--- src/rtl/muldiv_seq.sv ---
// Sequential unsigned multiply/divide unit with architectural HI/LO registers.
// One multiplier or quotient bit per clock; 32 iterations per operation.
module muldiv_seq #(
  parameter int WIDTH = 32
) (
  input  logic             clk,
  input  logic             rst,
  input  logic             start,
  input  logic [1:0]       op,
  input  logic [WIDTH-1:0] a,
  input  logic [WIDTH-1:0] b,
  input  logic             flush,
  output logic             busy,
  output logic             stall,
  output logic             done,
  output logic             dbz,
  output logic [WIDTH-1:0] hi,
  output logic [WIDTH-1:0] lo
);

  typedef enum logic [1:0] {IDLE, MUL, DIV, DONE} state_t;

  state_t             state, state_nxt;
  logic [5:0]         cnt;
  logic [WIDTH-1:0]   op_a, op_b;
  logic [2*WIDTH-1:0] acc, acc_nxt;
  logic [WIDTH:0]     mul_sum;
  logic [WIDTH+1:0]   div_diff;
  logic               dbz_q;
  logic               accept_mul, accept_div, write_hi, write_lo, last_iter;

  always_ff @(posedge clk or posedge rst) begin
    if (rst) state <= IDLE;
    else     state <= state_nxt;
  end

  always_comb begin
    state_nxt  = state;
    accept_mul = 1'b0;
    accept_div = 1'b0;
    write_hi   = 1'b0;
    write_lo   = 1'b0;
    last_iter  = (cnt == 6'(WIDTH - 1));
    acc_nxt    = acc;
    // acc holds {partial product, remaining multiplier} or {remainder, dividend/quotient}
    mul_sum  = {1'b0, acc[2*WIDTH-1:WIDTH]} + (acc[0] ? {1'b0, op_a} : {(WIDTH+1){1'b0}});
    div_diff = {1'b0, acc[2*WIDTH-1:WIDTH-1]} - {2'b00, op_b};
    case (state)
      IDLE: begin
        if (start && !flush) begin
          case (op)
            2'b00: begin accept_mul = 1'b1; state_nxt = MUL; end
            2'b01: begin accept_div = 1'b1; state_nxt = DIV; end
            2'b10: write_hi = 1'b1;
            default: write_lo = 1'b1;
          endcase
        end
      end
      MUL: begin
        acc_nxt = {mul_sum, acc[WIDTH-1:1]};
        if (flush)          state_nxt = IDLE;
        else if (last_iter) state_nxt = DONE;
      end
      DIV: begin
        // borrow set means the trial subtract failed: restore by keeping the shifted value
        acc_nxt = div_diff[WIDTH+1] ? {acc[2*WIDTH-2:0], 1'b0}
                                    : {div_diff[WIDTH-1:0], acc[WIDTH-2:0], 1'b1};
        if (flush)          state_nxt = IDLE;
        else if (last_iter) state_nxt = DONE;
      end
      default: state_nxt = IDLE;
    endcase
  end

  always_ff @(posedge clk or posedge rst) begin
    if (rst) begin
      cnt   <= '0;
      op_a  <= '0;
      op_b  <= '0;
      acc   <= '0;
      dbz_q <= 1'b0;
      hi    <= '0;
      lo    <= '0;
    end else begin
      if (accept_mul || accept_div) begin
        op_a  <= a;
        op_b  <= b;
        cnt   <= '0;
        dbz_q <= 1'b0;
        acc   <= accept_mul ? {{WIDTH{1'b0}}, b} : {{WIDTH{1'b0}}, a};
      end
      if ((state == MUL || state == DIV) && !flush) begin
        acc <= acc_nxt;
        cnt <= cnt + 6'd1;
        if (last_iter) begin
          hi    <= acc_nxt[2*WIDTH-1:WIDTH];
          lo    <= acc_nxt[WIDTH-1:0];
          dbz_q <= (state == DIV) && (op_b == '0);
        end
      end
      if (write_hi) hi <= a;
      if (write_lo) lo <= a;
    end
  end

  assign busy  = (state != IDLE);
  assign done  = (state == DONE);
  assign dbz   = done && dbz_q;
  assign stall = !rst && ((state == MUL) || (state == DIV) ||
                          ((state == IDLE) && start && !op[1]));

endmodule

--- config.mk ---
export PLATFORM = sky130hd
export DESIGN_NAME = muldiv_seq
export DESIGN_NICKNAME = d
export VERILOG_FILES = /design/src/rtl/muldiv_seq.sv
export SDC_FILE = /design/constraint.sdc
export NUM_CORES = 1
export LEC_CHECK = 0
export CAP_MARGIN = 20
export CORE_MARGIN = 5
export CORE_UTILIZATION = 50
export CTS_CLUSTER_DIAMETER = 200
export CTS_CLUSTER_SIZE = 14
export DETAILED_ROUTE_END_ITERATION = 8
export PLACE_DENSITY = 0.72
export SYNTH_ARGS = -nofsm -noshare
export SYNTH_HDL_FRONTEND = slang
export SYNTH_SLANG_ARGS = --single-unit
--- constraint.sdc ---
create_clock -name clk -period 8.9 [get_ports clk]
set_input_delay 1.78 -clock clk [delete_from_list [all_inputs] [get_ports clk]]
set_output_delay 1.78 -clock clk [all_outputs]
set_load 0.02 [all_outputs]
Word-level counts from Yosys, hierarchy flattened. Index checks and enable logic that the tools add are counted.

Equality and inequality tests: 9. Add/sub/neg operators: 3. Reductions and logical operators: 27. Muxes and demuxes: 34.

Operator list (number): two-way mux 32 bit (8); two-way mux 64 bit (3); one-hot mux 64 bit (2 select lines) (1); subtractor 33 x 32 -> 34 bit (1); adder 32 x 32 -> 33 bit (1); zero test 32 bit (1); two-way mux 1 bit (15); two-way mux 6 bit (2); nonzero test 2 bit (6); one-hot mux 2 bit (2 select lines) (2); logical AND 1 bit (7); adder 6 x 1 -> 6 bit, second input constant (1); equality test 2 bit, second input constant (3); equality test 6 x 5 -> 1 bit, second input constant (1); two-way mux 2 bit (3); inequality test 3 x 1 -> 1 bit, second input constant (2); equality test 2 x 1 -> 1 bit, second input constant (2); zero test 2 bit (2); AND reduction 2 bit (2); zero test 1 bit (3); logical OR 1 bit (3); AND reduction 3 bit (1); OR reduction 3 bit (1); inequality test 2 bit, second input constant (1); OR reduction 2 bit (1).

Input port bits: 70. Bits in registers: 201. Word-level logic and storage cells: 81.

Longest topological paths before layout.
Depth after elaboration: 8. Depth in mapped cells: 14. Depth with buffers taken out: 14.

Least setup slack after synthesis. OpenSTA, ideal clock, no wires.

Path kind: input -> output. From: input op[1]. To: output stall. Path slack: 4.664 ns. Arrival time: 2.456 ns. Cell stages on the path: 4. Data required time: 7.120 ns. Path buffers: 1. Path through: clkbuf_1 -> nor2_1 -> a21oi_1 -> nor2_1.

Longest elaborated chain between the ends: 4.

Ends and longest elaborated chain: start, declared (line 9) `input logic [1:0] op,`; zero test 1 bit (line 110) `((state == IDLE) && start && !op[1]));`; logical AND 1 bit (line 110); logical OR 1 bit (line 109) `assign stall = !rst && ((state == MUL) || (state == DIV) ||`; logical AND 1 bit (line 109); end, declared (line 14) `output logic stall,`.

Every way passes these cells.

Worst setup path after layout. Same ends and word-level chain as after synthesis.

==> qor.yml <==
run_status:
  status: "finished, final reports clean"
detailed_routing:
  wl_per_cell_um: 21.3
  drt-total-wl_mm: 43.6
  drtIter0Drc: 1339
  drtAntennaViolNets: 0
  vias: 12800
  via_per_inst: 6.27
  first_pass_iters: 6
  drc: 0
job:
  max_cap_violations: 0
synth:
  synth_area_leader_cell: "dfrtp_1"
  synth_edf_count: 0
  synth_seq_cells: 201
  synthCells: 1638
  synthFlopType: "dfrtp_1"
  synth_warnings: 0
  post-synth-top-count-cell: "nand2_1"
  synth_nets: 1779
  synth_commonest_cells: "nand2_1, dfrtp_1, o21ai_0, nor2_1, clkbuf_1"
  ys_seq_area_share_pct: 37.2
  yosysTopAreaCellShare_pct: 37.2
  ys_types: 74
  synthArstFlopShare_pct: 100
  avgSynthCellArea_sq_um: 8.24
  synth_area_sq_um: 13500
  yosys-top-cells-area: "dfrtp_1, nand2_1, ha_1"
critical_path:
  cp.buffers_inverters: 2
  critical_path_class: "in -> out"
  crit_path_end_kind: "primary output"
  rrSetupSlack_ns: 4.73
  critical_path_required_ns: 7.12
  startpoint_type: "input pin"
  critPathMaxFanout: 7
  cp.arrival_ns: 3.45
  worst_r2r_path_depth: 15
  cp_slowest_stage_delay_ns: 0.61
  cp_top_family: "buffers and inverters"
  rr_endpoint: "acc[61]"
  cp_slowest_cell: "clkdlybuf4s50_1"
  reg2reg_from: "acc[0]"
  crit_cells: 5
  cp_cell_sequence: "clkdlybuf4s50_1 -> nor2_1 -> a21oi_1 -> nor2_1 -> clkdlybuf4s50_1"
place:
  place_area_sq_um: 15000
  dp_cells: 2026
  hpwl_mm: 30.6
  pre_cts_slack_ns: 3.69
  port_buffers: 137
  gp_congestion: 0.934
cts:
  insertion_delay_ns: 0.49
  cts.sinks: 201
  cts_htree_levels: 1
  cts_tree: "done"
  cts_hold_buf: 0
  cts_buffers: 18
  clk_pin_slew_ns: 0.06
  cts_buffer_depth: 3
  cts_resized: 0
  post_cts_buffers: 0
  cts-root-buf: "clkbuf_16"
cells_and_area:
  drive_gt1_share_pct: 4.10
  diodes: 0
  fin_nets: 1848
  multi_input_area_sq_um: 7880
  area_delta_synth_final_pct: 15.4
  final-seq-area_sq_um: 5030
  fin_area_sq_um: 15600
  nFillCells: 2405
  finalNonFillerCells: 2048
sta:
  tns_ns: 0
  slew_viol_final: 0
  slew-limit-headroom_pct: 24.4
  max_freq_mhz: 191
  grt_setup_unrepaired: "no"
  fin_crit_ns: 5.23
  setup_violations: 0
  finalHoldViolCount: 0
  hold_ws_ns: 0.469
  clock_skew_ns: 0.0108
  fin_crit_sh_pct: 58.7
  fin_ws_ns: 3.67
  worstMarginPinSlew_ns: 1.13
die:
  start_util_pct: 50.4
  dieWidth_um: 174
  pin_count: 138
  num_rows: 60
  core-area_sq_um: 26800
  die_y_um: 174
  dieArea_sq_um: 30400
global_route:
  first_global_vias: 11900
  grt_pass1_wl_mm: 68.2
  gr-total-overflow: 0
  grt_max_degree: 121
  antenna_found_initial: 0
  grt.total_usage_pct: 27.5
worst_hold_path:
  hold_path_end: "op_a[8]"
  whs_path_depth: 2
  min_from: "op_a[8]"
  hold_path_class: "reg -> reg"
power_and_ir_drop:
  power_density_nw_per_um2: 384
  cellLeakagePower_uw: 0.00714
  vdd_drop_max_mv: 0.179
-- layout by cell type (no fill, tap or decap), drive strengths merged, types with 4 or more instances in the layout --
cell / synthesis / final
a21o: 21 / 21
a22o: 34 / 34
a21boi: 4 / 4
dfrtp: 201 / 201
xor2: 17 / 17
a31oi: 40 / 40
nand2b: 11 / 11
nor4: 11 / 11
o21ai: 178 / 178
ha: 69 / 69
nor2b: 12 / 12
inv: 57 / 58
buf: 15 / 19
a221oi: 4 / 4
o21bai: 5 / 5
o21a: 9 / 9
clkbuf: 91 / 19
o211ai: 44 / 44
o31ai: 9 / 9
nand2: 291 / 291
nand3: 49 / 49
a211oi: 9 / 9
mux2i: 47 / 47
xnor2: 34 / 34
nor3: 12 / 12
a22oi: 38 / 38
or3: 4 / 4
clkdlybuf4s50: 0 / 136
and2: 41 / 41
and3: 24 / 24
nand4: 15 / 15
a21oi: 87 / 87
mux2: 8 / 8
and4: 4 / 4
nor2: 104 / 104
-- area by class of cell --
cell class	count	area share (%)
multi-input cells	1274	50.5
flip-flops and latches	201	32.3
repair buffers	155	9.89
clock buffers	19	3.05
well taps	341	2.74
inverters	57	1.42
clock inverters	1	0.0723
-- sequential cells by signal, summed over array words and instances, names as in the netlist --
| signal | cells |
|---|---|
| hi | 32 |
| acc | 64 |
| dbz_q | 1 |
| op_b | 32 |
| lo | 32 |
| state | 2 |
| op_a | 32 |
| cnt | 6 |
-- worst reg2reg max path, delay by kind of cell, from the launching register on --
kind / cells / cell delay [ns]
compound gates: 8 / 2.04
fa+ha+maj: 2 / 0.63
buf+inv: 2 / 0.45
simple gates: 2 / 0.39
flops: 1 / 0.33
xor+xnor: 1 / 0.16
-- per-stage QoR --
stage	power (uW)	util (%)
6_report	5980	58.1
5_1_grt	6390	58.1
3_5_place_dp	5190	56.1
4_1_cts	5930	57.9
2_1_floorplan	4100	-
3_3_place_gp	5130	56.1
-- worst max path at each step --
stage,start,end,slack (ns)
after floorplan,rst,acc[0],1.64
after detailed placement,op[1],stall,3.69
after global routing,op[1],stall,3.55
after global placement,op[1],stall,3.73
final,op[1],stall,3.67
after CTS,op[1],stall,3.69
-- power breakdown --
| group | internal (uW) | switching (uW) |
|---|---|---|
| clock network | 380 | 353 |
| logic | 1430 | 2120 |
| registers | 1350 | 352 |
| total | 3160 | 2820 |
-- metal layers --
metal	wire length (um)	vias to the layer above	GRT usage (%)
li1	-	5982	-
met2	19000	576	41.0
met5	0	-	0
met4	796	0	5.61
met1	19800	6241	42.5
met3	3960	40	3.91
-- cells by family (layout without fill, tap and decap cells) --
group	Yosys count	after routing	share of synthesized area (%)
AO/OA/AOI/OAI	513	513	24.6
XOR/XNOR	51	51	3.31
adder cells (fa/ha/maj)	71	71	6.69
buffers and inverters	163	232	4.67
flip-flops	201	201	37.2
multiplexers	55	55	4.15
AND/OR/NAND/NOR	584	584	19.3
No activity file was read; power rests on OpenSTA's default activity.
